--- config.mk ---
export PLATFORM = sky130hd
export DESIGN_NAME = tempo_pulse_gen
export DESIGN_NICKNAME = d
export VERILOG_FILES = /design/src/rtl/tempo_pkg.sv /design/src/rtl/tempo_pulse_channel.sv /design/src/rtl/tempo_pulse_gen.sv
export SDC_FILE = /design/constraint.sdc
export NUM_CORES = 1
export LEC_CHECK = 0
export ABC_CLOCK_PERIOD_IN_PS = 11650
export CORE_ASPECT_RATIO = 1.1
export CORE_UTILIZATION = 50
export DETAILED_ROUTE_END_ITERATION = 8
export PLACE_DENSITY = 0.67
export SLEW_MARGIN = 20
export SYNTH_ARGS = -nofsm -noshare
export SYNTH_HDL_FRONTEND = slang
export SYNTH_SLANG_ARGS = --single-unit
export TNS_END_PERCENT = 50
--- constraint.sdc ---
create_clock -name clock -period 11.65 [get_ports clock]
set_input_delay 3.495 -clock clock [delete_from_list [all_inputs] [get_ports clock]]
set_output_delay 3.495 -clock clock [all_outputs]
set_load 0.02 [all_outputs]
--- src/rtl/tempo_pkg.sv ---
// Shared types and constants for the multi-channel tempo pulse generator.
package tempo_pkg;

    typedef enum logic [1:0] {
        ST_IDLE = 2'd0,
        ST_RUN  = 2'd1,
        ST_DONE = 2'd2
    } tempo_state_e;

    localparam int unsigned MIN_PERIOD = 2;
    localparam int unsigned DEF_PERIOD = 9000000;
    localparam int unsigned DEF_HIGH   = 31;

endpackage

--- src/rtl/tempo_pulse_channel.sv ---
// One tempo channel: run/one-shot FSM, period counter, beat counter and
// shadow/active configuration registers. All outputs are registered.
module tempo_pulse_channel
    import tempo_pkg::*;
#(
    parameter int          CNT_W          = 28,
    parameter int          HIGH_W         = 8,
    parameter int          BEAT_W         = 2,
    parameter int unsigned DEFAULT_PERIOD = DEF_PERIOD,
    parameter int unsigned DEFAULT_HIGH   = DEF_HIGH
) (
    input  logic              i_clk,
    input  logic              i_rst_n,
    input  logic              i_enable,
    input  logic              i_oneshot,
    input  logic              i_restart,
    input  logic              i_cfg_we,
    input  logic [CNT_W-1:0]  i_cfg_period,
    input  logic [HIGH_W-1:0] i_cfg_high,
    output logic              o_strobe,
    output logic              o_pulse,
    output logic              o_measure,
    output logic              o_busy,
    output logic [BEAT_W-1:0] o_beat_idx
);

    localparam logic [CNT_W-1:0]  RST_PERIOD = CNT_W'(DEFAULT_PERIOD);
    localparam logic [HIGH_W-1:0] RST_HIGH   = HIGH_W'(DEFAULT_HIGH);

    function automatic logic [CNT_W-1:0] clamp_period(input logic [CNT_W-1:0] p);
        return (p < CNT_W'(MIN_PERIOD)) ? CNT_W'(MIN_PERIOD) : p;
    endfunction

    // The pulse must end before the next strobe, so width is capped at period-1.
    function automatic logic [HIGH_W-1:0] clamp_high(input logic [HIGH_W-1:0] h,
                                                     input logic [CNT_W-1:0]  p);
        logic [CNT_W-1:0] pm1;
        pm1 = p - 1'b1;
        return (CNT_W'(h) >= p) ? pm1[HIGH_W-1:0] : h;
    endfunction

    tempo_state_e      r_state;
    logic [CNT_W-1:0]  r_cnt;
    logic [CNT_W-1:0]  r_period;
    logic [CNT_W-1:0]  r_shd_period;
    logic [HIGH_W-1:0] r_high;
    logic [HIGH_W-1:0] r_shd_high;
    logic [BEAT_W-1:0] r_beat;
    logic              r_strobe;
    logic              r_pulse;
    logic              r_measure;
    logic              r_busy;
    logic [BEAT_W-1:0] r_beat_o;

    logic              w_run;
    logic              w_active;
    logic              w_boundary;
    logic              w_load;
    logic [CNT_W-1:0]  w_new_period;
    logic [HIGH_W-1:0] w_new_high;

    assign w_run        = (r_state == ST_RUN);
    assign w_active     = w_run && i_enable;
    assign w_boundary   = w_run && (r_cnt == r_period - 1'b1);
    assign w_load       = !w_run || w_boundary || i_restart;
    // A write landing on the load edge bypasses the shadow so it applies to the next period.
    assign w_new_period = clamp_period(i_cfg_we ? i_cfg_period : r_shd_period);
    assign w_new_high   = clamp_high(i_cfg_we ? i_cfg_high : r_shd_high, w_new_period);

    always_ff @(posedge i_clk or negedge i_rst_n) begin
        if (!i_rst_n) begin
            r_state      <= ST_IDLE;
            r_cnt        <= '0;
            r_beat       <= '0;
            r_period     <= RST_PERIOD;
            r_high       <= RST_HIGH;
            r_shd_period <= RST_PERIOD;
            r_shd_high   <= RST_HIGH;
            r_strobe     <= 1'b0;
            r_pulse      <= 1'b0;
            r_measure    <= 1'b0;
            r_busy       <= 1'b0;
            r_beat_o     <= '0;
        end else begin
            if (i_cfg_we) begin
                r_shd_period <= i_cfg_period;
                r_shd_high   <= i_cfg_high;
            end
            if (w_load) begin
                r_period <= w_new_period;
                r_high   <= w_new_high;
            end

            if (!i_enable) begin
                r_state <= ST_IDLE;
                r_cnt   <= '0;
                r_beat  <= '0;
            end else begin
                case (r_state)
                    ST_IDLE: begin
                        r_state <= ST_RUN;
                        r_cnt   <= '0;
                        r_beat  <= '0;
                    end
                    ST_RUN: begin
                        if (i_restart) begin
                            r_cnt  <= '0;
                            r_beat <= '0;
                        end else if (w_boundary) begin
                            r_cnt <= '0;
                            if (i_oneshot) begin
                                r_state <= ST_DONE;
                                r_beat  <= '0;
                            end else begin
                                r_beat <= r_beat + 1'b1;
                            end
                        end else begin
                            r_cnt <= r_cnt + 1'b1;
                        end
                    end
                    ST_DONE: r_state <= ST_DONE;
                    default: r_state <= ST_IDLE;
                endcase
            end

            // Outputs trail the counter by one stage; dropping enable clears them at once.
            r_strobe  <= w_active && (r_cnt == '0);
            r_pulse   <= w_active && (r_cnt < CNT_W'(r_high));
            r_measure <= w_active && (r_cnt == '0) && (r_beat == '0);
            r_busy    <= w_active;
            r_beat_o  <= w_active ? r_beat : '0;
        end
    end

    assign o_strobe   = r_strobe;
    assign o_pulse    = r_pulse;
    assign o_measure  = r_measure;
    assign o_busy     = r_busy;
    assign o_beat_idx = r_beat_o;

endmodule

--- src/rtl/tempo_pulse_gen.sv ---
// Multi-channel tempo generator: decodes configuration writes, fans out the
// global restart and packs per-channel beat indices.
module tempo_pulse_gen
    import tempo_pkg::*;
#(
    parameter int          CHANNELS       = 4,
    parameter int          CNT_W          = 28,
    parameter int          HIGH_W         = 8,
    parameter int          BEAT_W         = 2,
    parameter int unsigned DEFAULT_PERIOD = DEF_PERIOD,
    parameter int unsigned DEFAULT_HIGH   = DEF_HIGH
) (
    input  logic                                           clock,
    input  logic                                           reset_n,
    input  logic [CHANNELS-1:0]                            enable,
    input  logic [CHANNELS-1:0]                            oneshot,
    input  logic                                           restart,
    input  logic                                           cfg_we,
    input  logic [((CHANNELS > 1) ? $clog2(CHANNELS) : 1)-1:0] cfg_ch,
    input  logic [CNT_W-1:0]                               cfg_period,
    input  logic [HIGH_W-1:0]                              cfg_high,
    output logic [CHANNELS-1:0]                            strobe,
    output logic [CHANNELS-1:0]                            pulse,
    output logic [CHANNELS*BEAT_W-1:0]                     beat_idx,
    output logic [CHANNELS-1:0]                            measure,
    output logic [CHANNELS-1:0]                            busy
);

    localparam int CH_W = (CHANNELS > 1) ? $clog2(CHANNELS) : 1;

    logic [CHANNELS-1:0] w_cfg_sel;

    for (genvar c = 0; c < CHANNELS; c++) begin : g_ch
        // Out-of-range channel numbers match no instance and are dropped.
        assign w_cfg_sel[c] = cfg_we && (cfg_ch == CH_W'(c));

        tempo_pulse_channel #(
            .CNT_W          (CNT_W),
            .HIGH_W         (HIGH_W),
            .BEAT_W         (BEAT_W),
            .DEFAULT_PERIOD (DEFAULT_PERIOD),
            .DEFAULT_HIGH   (DEFAULT_HIGH)
        ) u_ch (
            .i_clk        (clock),
            .i_rst_n      (reset_n),
            .i_enable     (enable[c]),
            .i_oneshot    (oneshot[c]),
            .i_restart    (restart),
            .i_cfg_we     (w_cfg_sel[c]),
            .i_cfg_period (cfg_period),
            .i_cfg_high   (cfg_high),
            .o_strobe     (strobe[c]),
            .o_pulse      (pulse[c]),
            .o_measure    (measure[c]),
            .o_busy       (busy[c]),
            .o_beat_idx   (beat_idx[c*BEAT_W +: BEAT_W])
        );
    end

endmodule
# Word level (Yosys, flattened, before mapping)
# Index checks and enable logic that the tools add are counted.
# totals
output_inout_bits,24
elab_cells,244
input_bits,50
ff_bits,440
# op_classes
eq_ne,35
n_reduce_logical,57
add_sub_neg,16
order_cmp,12
muxes,76
# op_table
operator,count
2-to-1 mux 28 bit,20
one-hot mux 28 bit (2 select lines),4
"adder 28 x 1 -> 28 bit, second input constant",4
equality test 28 bit,4
greater-or-equal comparator 8 x 28 -> 1 bit,4
logical NOT 28 bit,4
"< comparator 28 x 2 -> 1 bit, second input constant",4
< comparator 28 x 8 -> 1 bit,4
"subtractor 28 x 1 -> 28 bit, second input constant",4
2-to-1 mux 2 bit,36
2-to-1 mux 8 bit,8
"!= test 3 bit, second input constant",12
"subtractor 8 x 1 -> 8 bit, second input constant",4
logical AND 1 bit,24
one-hot mux 2 bit (3 select lines),4
logical NOT 2 bit,9
"!= test 4 bit, second input constant",4
one-hot mux 2 bit (2 select lines),4
"equality test 2 bit, second input constant",6
"!= test 3 x 1 -> 1 bit, second input constant",4
AND reduction 3 bit,4
"equality test 2 x 1 -> 1 bit, second input constant",5
"adder 2 x 1 -> 2 bit, second input constant",4
logical OR 1 bit,8
other kinds (2),8

# Logic depth before layout (Yosys ltp)
# Gate-level depths: netlist of the first run.
# logic_depth
depth_word,7
ltp_mapped,18
depth_no_buf,17

# By module
# From an unflattened synthesis of the first run, not the netlist that was laid out.
# hier_totals
hier_cells,2563
hier_area_um2,26586.7
# modules_own_cells
mod,n_inst,seq_area_each_um2,cells_each,area_per_inst_um2
tempo_pulse_channel at g_ch[0].u_ch ...,2,2782.7,656,6807.8
tempo_pulse_channel at g_ch[1].u_ch,1,2782.7,628,6638.9
tempo_pulse_channel at g_ch[3].u_ch,1,2782.7,619,6294.8
tempo_pulse_gen,1,0.0,4,37.5

# Worst setup path before layout of the first run
# OpenSTA, ideal clock, no wires.
# synth_path
path_kind,input to register
startpoint,input port cfg_ch[1] (netlist bit)
endpoint,register g_ch[1].u_ch.r_high[1]
stages,16
path_slack_ps,4245
arrival_time_ps,7320
n_path_buf,1
setup_time_ps,85
t_required_ps,11565
cell_sequence,nand3b_1 buf_1 mux2i_1 nand4_1 nor4_1 a21oi_1 ha_1 nand2b_1 a21o_1 maj3_1 nand3_1 a21oi_1 nor2_1 nor2_1 mux2_2 mux2_1
# synth_via
elab_chain_len,7
word_cells_on_any_way,9
classes_between,1 x add/sub; 2 x order compare; 1 x eq/ne; 4 x mux; 1 x reduce/logical
# synth_rtl
element,line,source
from (decl),tempo_pulse_gen.sv:19,"input logic [((CHANNELS > 1) ? $clog2(CHANNELS) : 1)-1:0] cfg_ch,"
equality test 2 x 1 -> 1 bit (*),tempo_pulse_gen.sv:35,assign w_cfg_sel[c] = cfg_we && (cfg_ch == CH_W'(c));
logical AND 1 bit (*),tempo_pulse_gen.sv:35,
2-to-1 mux 28 bit (*),tempo_pulse_channel.sv:67,assign w_new_period = clamp_period(i_cfg_we ? i_cfg_period : r_shd_period);
< comparator 28 x 2 -> 1 bit,tempo_pulse_channel.sv:31,return (p < CNT_W'(MIN_PERIOD)) ? CNT_W'(MIN_PERIOD) : p;
2-to-1 mux 28 bit (*),tempo_pulse_channel.sv:31,
named net g_ch[1].u_ch.w_new_period[0],tempo_pulse_channel.sv:59,logic [CNT_W-1:0] w_new_period;
greater-or-equal comparator 8 x 28 -> 1 bit / subtractor 8 x 1 -> 8 bit (equally long branches),"tempo_pulse_channel.sv:39, tempo_pulse_channel.sv:38",
2-to-1 mux 8 bit (*),tempo_pulse_channel.sv:39,return (CNT_W'(h) >= p) ? pm1[HIGH_W-1:0] : h;
to (signal assigned),tempo_pulse_channel.sv:91,r_high <= w_new_high;
to (decl),tempo_pulse_channel.sv:46,logic [HIGH_W-1:0] r_high;
# The timed path passes the listed nets; every way through them passes the cells marked *.
# A chain may end at the register's enable or synchronous reset.

# Worst setup path after layout of the first run
# Ends and elaborated chain as after synthesis.

==> results.md, run 1 <==
- Vertical die dimension: roughly 240 um
- Initial antenna violation count: 0
- Number of max-cap violations: 0
- Total track usage: 25.0%
- First-pass GRT wire length: 101,000 um
- Pins Over Slew Limit: 0
- Number of synthesis warnings: 0
- DRC: 0
- PwrDens: 183 mW/mm2
- Minimum clock period after layout: 8420 ps
- Clock sink total: 440
- VDD IR-drop max: 0.000121 V
- Nature of the critical path endpoint: flop
- Top-Level Pins: 74
- Detailed placer's ending HPWL: 46,100 um
- Actual slew at the worst max-slew pin: 982 ps
- Portion of synthesized cell area occupied by the leading cell type: 34.5%
- Top achievable clock speed: about 120 MHz
- FP Rows: 85
- Mean instance size in the synthesized netlist: 10.1 um2
- Die Footprint: 0.0508 mm2
- Worst skew pair latency: 600 ps
- Syn_nets: 2,607
- Standard cell core area: 0.0491 mm2
- Number of iterations in the first detailed-routing pass: 5
- Final Instance Area: 0.0277 mm2
- Count of cells resized by post-cts repair: 0
- Flip-flop cell with the highest count after synthesis: sky130_fd_sc_hd__dfrtp_1
- Maximum number of pins on one net before global-route repair: 194
- Overflow left after global routing: 0
- Yosys cell types: 82
- Detail-routed via count per cell: 5.79
- Number of enable-type register cells in the synthesized netlist: 0
- Kind of start point of the critical path: input pin
- First DRT Iteration DRCs: 1,079
- Fraction of layout cells with a size suffix above 1: 16.2%
- Setup Buffers After CTS: 0
- Total wire length after detailed routing: 62,600 um
- Class of the worst hold path: reg -> reg
- Inserted Diodes: 0
- Routed wirelength normalized by instance count: a little under 20 um
- Outcome: finished clean
- Final layout net count: around 2,600
- Clock transition time at the flip-flop clock pins of the worst setup and hold paths: 60 ps
- Worst path required time: 12,170 ps
- Final Skew: roughly 22 ps
- Class of the most critical setup path: in -> reg
- Starting density of the core: between 50% and 60%
- Port-buffer cells: 73
- Post-route antenna net violation count: 0
- Vias in the first global route: around 18,000
- Post-synthesis sequential area ratio: ~45%
- Leakage power total: 11.6 nW
- Root buffer cell: sky130_fd_sc_hd__clkbuf_16
- CTS Buf Count: between 40 and 50
- Placed instance area: 0.0262 mm2
- Via count of the routed design: ~18,000
- Final worst-path cycle share: 72.3%
- Share of flip-flops with an asynchronous set or reset: between 90% and 100%
- Final Wtd Congestion: 0.892
- Final sum of negative setup slack: 0 ps
- Post-layout worst setup margin: 3230 ps
- Hold_ws: 490 ps
- CTS hold repair buffers: 0
- Synthesized netlist cell count: 2,467
- Hold Fails Final Rpt: 0
- Number of flip-flops and latches in the synthesized netlist: 440
- RSZ-0062 raised after global routing: false
- Chip Width: 215 um
- Number of levels in the clock H-tree: 2
- P&R area growth vs syn: 11.1%
- Worst EP arrival: approximately 9000 ps
- Area contributors post-synth: sky130_fd_sc_hd__dfrtp_1, sky130_fd_sc_hd__dfstp_2, sky130_fd_sc_hd__mux2_2
- Post-synth design cell area: 0.0250 mm2
- Worst-path maximum fanout: 32
- Clk buf depth: 3
- Worst slew margin relative to its limit: 34.5%
- Post-Place Setup Slack: 2610 ps
- Clock tree from TritonCTS: yes
- Cell type with the largest total area after synthesis: sky130_fd_sc_hd__dfrtp_1
- Final setup violation count: 0
where the power goes:
part           switching (mW)  total [mW]  internal, mW  leakage (nW)
Sequential              0.307        2.18          1.87          5.41
Combinational           0.786        1.41         0.626          5.41
Clock                   0.641        1.49         0.854         0.764
Total                    1.73        5.08          3.35          11.6
layer usage:
layer | track usage, % | part of all wire (%)
met1 | 32.5 | 44
met2 | 42.2 | 49
met3 | 2.54 | 3.1
met4 | 11.0 | 4.2
met5 | 0 | 0
Yosys cell counts (8+ instances only):
cell	instances
sky130_fd_sc_hd__nor4b_1	9
sky130_fd_sc_hd__dfrtp_1	344
sky130_fd_sc_hd__nor3b_1	13
sky130_fd_sc_hd__nand4_1	45
sky130_fd_sc_hd__a31oi_1	12
sky130_fd_sc_hd__nor4_1	74
sky130_fd_sc_hd__clkbuf_1	58
sky130_fd_sc_hd__buf_1	8
sky130_fd_sc_hd__or4_1	33
sky130_fd_sc_hd__nand3b_1	12
sky130_fd_sc_hd__dfstp_2	96
sky130_fd_sc_hd__buf_2	18
sky130_fd_sc_hd__mux2_2	179
sky130_fd_sc_hd__nand2b_1	21
sky130_fd_sc_hd__xnor2_1	128
sky130_fd_sc_hd__or2_2	12
sky130_fd_sc_hd__buf_4	19
sky130_fd_sc_hd__o41ai_1	9
sky130_fd_sc_hd__o31ai_1	12
sky130_fd_sc_hd__a21oi_1	56
sky130_fd_sc_hd__or3_1	28
sky130_fd_sc_hd__nand3_1	79
sky130_fd_sc_hd__xor2_1	116
sky130_fd_sc_hd__nand2_1	208
sky130_fd_sc_hd__o211ai_1	8
sky130_fd_sc_hd__inv_1	124
sky130_fd_sc_hd__nor2_1	218
sky130_fd_sc_hd__ha_1	90
sky130_fd_sc_hd__and3_1	33
sky130_fd_sc_hd__nor2b_1	25
sky130_fd_sc_hd__a21o_1	16
sky130_fd_sc_hd__and2_1	8
sky130_fd_sc_hd__and4_1	14
sky130_fd_sc_hd__mux2_1	19
sky130_fd_sc_hd__mux2i_1	92
sky130_fd_sc_hd__o21ai_0	62
sky130_fd_sc_hd__nor3_1	67
critical path, stage by stage:
cell	delay [ps]
sky130_fd_sc_hd__clkdlybuf4s50_1	560
sky130_fd_sc_hd__nand3b_1	380
sky130_fd_sc_hd__buf_4	480
sky130_fd_sc_hd__mux2i_1	670
sky130_fd_sc_hd__nand4_1	260
sky130_fd_sc_hd__nor4_1	580
sky130_fd_sc_hd__a21oi_1	240
sky130_fd_sc_hd__ha_1	320
sky130_fd_sc_hd__nand2b_1	90
sky130_fd_sc_hd__a21o_1	110
sky130_fd_sc_hd__maj3_1	160
sky130_fd_sc_hd__nand3_1	80
sky130_fd_sc_hd__a21oi_1	120
sky130_fd_sc_hd__nor2_1	50
sky130_fd_sc_hd__nor2_1	610
sky130_fd_sc_hd__mux2_2	420
sky130_fd_sc_hd__mux2_1	300
cell type report:
class                   count  area [um2]
well taps                 652         816
clock inverters            20         158
multi-input cells        1798       12900
fillers                  4264       21400
repair buffers             93         898
inverters                 124         465
flip-flops and latches    440       11100
clock buffers              68        1390
kinds of logic (layout without fill, tap and decap cells):
| kind of cell | after synthesis | after routing | share of synthesized area (%) |
|---|---|---|---|
| adder cells (fa/ha/maj) | 93 | 93 | 4.63 |
| AND/OR/NAND/NOR | 923 | 923 | 19.1 |
| XOR/XNOR | 244 | 244 | 8.56 |
| buffers and inverters | 229 | 305 | 3.88 |
| multiplexers | 290 | 290 | 12.6 |
| flip-flops | 440 | 440 | 44.6 |
| AO/OA/AOI/OAI | 248 | 248 | 6.62 |
path summary, 6_finish.rpt:
check                                              start                         end  slack (ps)  cells past startpoint
max                                            cfg_ch[1]      g_ch[1].u_ch.r_high[1]        3230                     17
min                               g_ch[3].u_ch.r_high[1]      g_ch[3].u_ch.r_high[1]         490                      2
max reg2reg                g_ch[1].u_ch.r_shd_period[20]      g_ch[1].u_ch.r_high[1]        6860                     16
min reg2reg                       g_ch[3].u_ch.r_high[1]      g_ch[3].u_ch.r_high[1]         490                      2
max in group asynchronous                        reset_n      g_ch[0].u_ch.r_cnt[24]        7090                      2
min in group asynchronous                        reset_n  g_ch[3].u_ch.o_beat_idx[1]        3000                      1
flip-flops by register name, summed over array words and instances (netlist names):
register	flops
g_ch.u_ch.r_shd_high	32
g_ch.u_ch.r_beat	8
g_ch.u_ch.r_period	112
g_ch.u_ch.o_measure	4
g_ch.u_ch.r_shd_period	112
g_ch.u_ch.r_high	32
g_ch.u_ch.o_beat_idx	8
g_ch.u_ch.r_state	8
g_ch.u_ch.r_cnt	112
g_ch.u_ch.o_pulse	4
g_ch.u_ch.o_strobe	4
g_ch.u_ch.o_busy	4
placed cells by master, fill, tap and decap left out, types with 25 or more instances in the layout:
master,count
sky130_fd_sc_hd__dfrtp_1,344
sky130_fd_sc_hd__nor2_1,218
sky130_fd_sc_hd__nand2_1,208
sky130_fd_sc_hd__mux2_2,179
sky130_fd_sc_hd__xnor2_1,128
sky130_fd_sc_hd__inv_1,124
sky130_fd_sc_hd__xor2_1,116
sky130_fd_sc_hd__dfstp_2,96
sky130_fd_sc_hd__mux2i_1,92
sky130_fd_sc_hd__ha_1,90
sky130_fd_sc_hd__nand3_1,79
sky130_fd_sc_hd__nor4_1,74
sky130_fd_sc_hd__clkdlybuf4s50_1,72
sky130_fd_sc_hd__nor3_1,67
sky130_fd_sc_hd__o21ai_0,62
sky130_fd_sc_hd__a21oi_1,55
sky130_fd_sc_hd__clkbuf_16,48
sky130_fd_sc_hd__nand4_1,45
sky130_fd_sc_hd__and3_1,33
sky130_fd_sc_hd__or4_1,33
sky130_fd_sc_hd__or3_1,28
sky130_fd_sc_hd__nor2b_1,25
per-stage QoR:
stage	power (mW)	std cells	utilization, %
2_1_floorplan	3.16	2467	-
3_3_place_gp	3.55	3107	53.3
3_5_place_dp	3.60	3107	53.3
4_1_cts	5.12	3195	56.4
5_1_grt	5.38	3195	56.4
6_report	5.08	3195	56.4
No activity file was read; power rests on OpenSTA's default activity.
==> run 2: changes to the inputs <==
--- a/config.mk
+++ b/config.mk
@@ -5,7 +5,7 @@
 export SDC_FILE = /design/constraint.sdc
 export NUM_CORES = 1
 export LEC_CHECK = 0
-export ABC_CLOCK_PERIOD_IN_PS = 11650
+export ABC_CLOCK_PERIOD_IN_PS = 8300
 export CORE_ASPECT_RATIO = 1.1
 export CORE_UTILIZATION = 50
 export DETAILED_ROUTE_END_ITERATION = 8
==> constraint.sdc (replaced) <==
create_clock -name clock -period 8.3 [get_ports clock]
set_input_delay 2.49 -clock clock [delete_from_list [all_inputs] [get_ports clock]]
set_output_delay 2.49 -clock clock [all_outputs]
set_load 0.02 [all_outputs]
==> results.md, run 2 (same netlist as run 1, synthesis figures left out) <==
- Outcome: finished clean
- Worst EP arrival: 7250 ps (-1700 ps)
- Class of the worst hold path: reg -> reg
- Nature of the critical path endpoint: flop
- CTS Buf Count: 47 (unchanged)
- Biggest regs: g_ch.u_ch.r_cnt: 112 flops, g_ch.u_ch.r_period: 112 flops, g_ch.u_ch.r_shd_period: 112 flops
- Most common library cell in the layout ignoring fill and taps: sky130_fd_sc_hd__dfrtp_1
- Number of max-cap violations: 0 (unchanged)
- VDD IR-drop max: 0.000174 V (+43%)
- Final Wtd Congestion: 0.927 (+4.0%)
- Starting density of the core: 50.8% (unchanged)
- First-pass GRT wire length: 102,000 um (+1.3%)
- Maximum single-stage delay on the critical path: 620 ps (-50 ps)
- Final setup violation count: 0 (unchanged)
- Minimum clock period after layout: around 6700 ps
- Setup Buffers After CTS: 0 (unchanged)
- Via count of the routed design: 18,563 (+0.39%)
- Cell total after placement: 3,113 (+0.19%)
- Hold Fails Final Rpt: 0 (unchanged)
- Number of iterations in the first detailed-routing pass: 5 (unchanged)
- Total track usage: 25.1% (+0.18 points)
- Chip Width: 215 um (unchanged)
- Clock tree from TritonCTS: yes
- Post-Place Setup Slack: 1020 ps (-1590 ps)
- Post-layout worst setup margin: 1560 ps (-1670 ps)
- Fraction of layout cells with a size suffix above 1: 16.4% (+0.28 points)
- First DRT Iteration DRCs: 1,237 (+15%)
- Worst-path cell chain: clkdlybuf4s50_1 -> nand3b_1 -> buf_4 -> mux2i_1 -> nand4_1 -> nor4_1 -> buf_4 -> a21oi_1 -> ha_1 -> nand2b_1 -> a21o_1 -> maj3_1 -> nand3_1 -> a21oi_1 -> nor2_1 -> nor2_1 -> mux2_2 -> mux2_1
- P&R area growth vs syn: 12.0%
- Worst-path maximum fanout: 39 (+22%)
- Slowest stage cell on the critical path: sky130_fd_sc_hd__nor2_1
- WP buf/inv: 3 (+1)
- Worst path required time: 8810 ps (-3360 ps)
- FP Rows: 85 (unchanged)
- Die Footprint: 0.0508 mm2 (unchanged)
- Maximum number of pins on one net before global-route repair: 166 (-14%)
- Worst skew pair latency: 600 ps (about the same)
- Actual slew at the worst max-slew pin: 979 ps (-3.04 ps)
- Final Skew: 13.8 ps (-8.54 ps)
- PwrDens: 263 mW/mm2 (+43%)
- Top achievable clock speed: 148 MHz
- Utilization after layout: 56.9% (+0.43 points)
- Vertical die dimension: 236 um (unchanged)
- Vias in the first global route: 18,564 (+1.6%)
- Clock sink total: 440 (unchanged)
- RSZ-0062 raised after global routing: false
- Post-route antenna net violation count: 0 (unchanged)
- Family of cells with the greatest summed delay on the critical path: simple AND/OR/NAND/NOR gates
- Leakage power total: 11.7 nW (+0.95%)
- Standard cell core area: 0.0491 mm2 (unchanged)
- Port-buffer cells: 73 (unchanged)
- CTS hold repair buffers: 0 (unchanged)
- Top-Level Pins: 74 (unchanged)
- Initial antenna violation count: 1 (+1)
- Detail-routed via count per cell: 5.80 (+0.14%)
- Root buffer cell: sky130_fd_sc_hd__clkbuf_16
- Final worst-path cycle share: 81.2%
- Kind of start point of the critical path: input pin
- Routed wirelength normalized by instance count: 19.7 um (+0.59%)
- Total wire length after detailed routing: 63,200 um (+0.84%)
- Final sum of negative setup slack: 0 ps (unchanged)
- Count of cells resized by post-cts repair: 0 (unchanged)
- Filler-free cell count of the finished design: 3,203 (+0.25%)
- Pins Over Slew Limit: 0 (unchanged)
- Detailed placer's ending HPWL: 46,600 um (+1.2%)
- Class of the most critical setup path: in -> reg
- Overflow left after global routing: 0 (unchanged)
- DRC: 0 (unchanged)
- Clk buf depth: 3 (unchanged)
- Number of levels in the clock H-tree: 2 (unchanged)
- Commonest cells after routing, fill and taps aside: sky130_fd_sc_hd__dfrtp_1, sky130_fd_sc_hd__nor2_1, sky130_fd_sc_hd__nand2_1
- Clock transition time at the flip-flop clock pins of the worst setup and hold paths: 60 ps (about the same)
- Final layout net count: 2,650 (+0.23%)
- Worst slew margin relative to its limit: 34.7% (+0.20 points)
run 2: power by group:
group / internal (mW) / switching (mW) / total [mW]
Sequential: 2.63 / 0.428 / 3.06
Combinational: 0.885 / 1.11 / 1.99
Clock: 1.38 / 0.918 / 2.30
run 2: final cells by class:
class	count	area, um2
Fill cell	4157	21200
Multi-Input combinational cell	1798	12900
Sequential cell	440	11100
Clock buffer	63	1330
Timing Repair Buffer	99	943
Tap cell	652	816
Inverter	124	465
Clock inverter	25	378
Antenna cell	2	5.00
run 2: final timing paths:
kind	startpoint	to	slack, ps	cells after the start
worst max-delay path	cfg_ch[1]	g_ch[1].u_ch.r_high[1]	1560	18
worst min-delay path	g_ch[1].u_ch.r_beat[0]	g_ch[1].u_ch.r_beat[0]	490	1
worst max register to register	g_ch[2].u_ch.r_period[0]	g_ch[2].u_ch.r_period[26]	3640	12
worst min register to register	g_ch[1].u_ch.r_beat[0]	g_ch[1].u_ch.r_beat[0]	490	1
max in group asynchronous	reset_n	g_ch[1].u_ch.r_cnt[21]	4980	2
min in group asynchronous	reset_n	g_ch[3].u_ch.o_measure	1830	1
run 2: through the flow:
| stage | total power [mW] | hold slack (ps) | area, um2 |
|---|---|---|---|
| final | 7.35 | 485 | 27900 |
| after global routing | 7.75 | 503 | 27900 |
| after CTS | 7.40 | 490 | 27900 |
| after detailed placement | 5.06 | 482 | 26200 |
| after global placement | 4.99 | 464 | 26200 |
| after floorplan | 4.44 | 449 | 25000 |
run 2: worst register-to-register path, cell delays in order, from the launching register on:
cell and delay (ps):
sky130_fd_sc_hd__dfrtp_1 430, sky130_fd_sc_hd__inv_1 100, sky130_fd_sc_hd__ha_1 210, sky130_fd_sc_hd__nor3b_1 650, sky130_fd_sc_hd__nand4_1 290, sky130_fd_sc_hd__or4_1 480, sky130_fd_sc_hd__a22oi_1 240, sky130_fd_sc_hd__nand4_1 110
sky130_fd_sc_hd__nor4_1 410, sky130_fd_sc_hd__o2111ai_1 570, sky130_fd_sc_hd__and3_1 400, sky130_fd_sc_hd__buf_4 290, sky130_fd_sc_hd__mux2_2 380
run 2: metal layers:
layer / up-vias / share of wire (%) / global-route usage (%)
li1: 8805 / - / -
met1: 9257 / 44 / 33.0
met2: 386 / 50 / 42.9
met3: 115 / 3.0 / 2.48
met4: 0 / 3.4 / 9.69
met5: - / 0 / 0
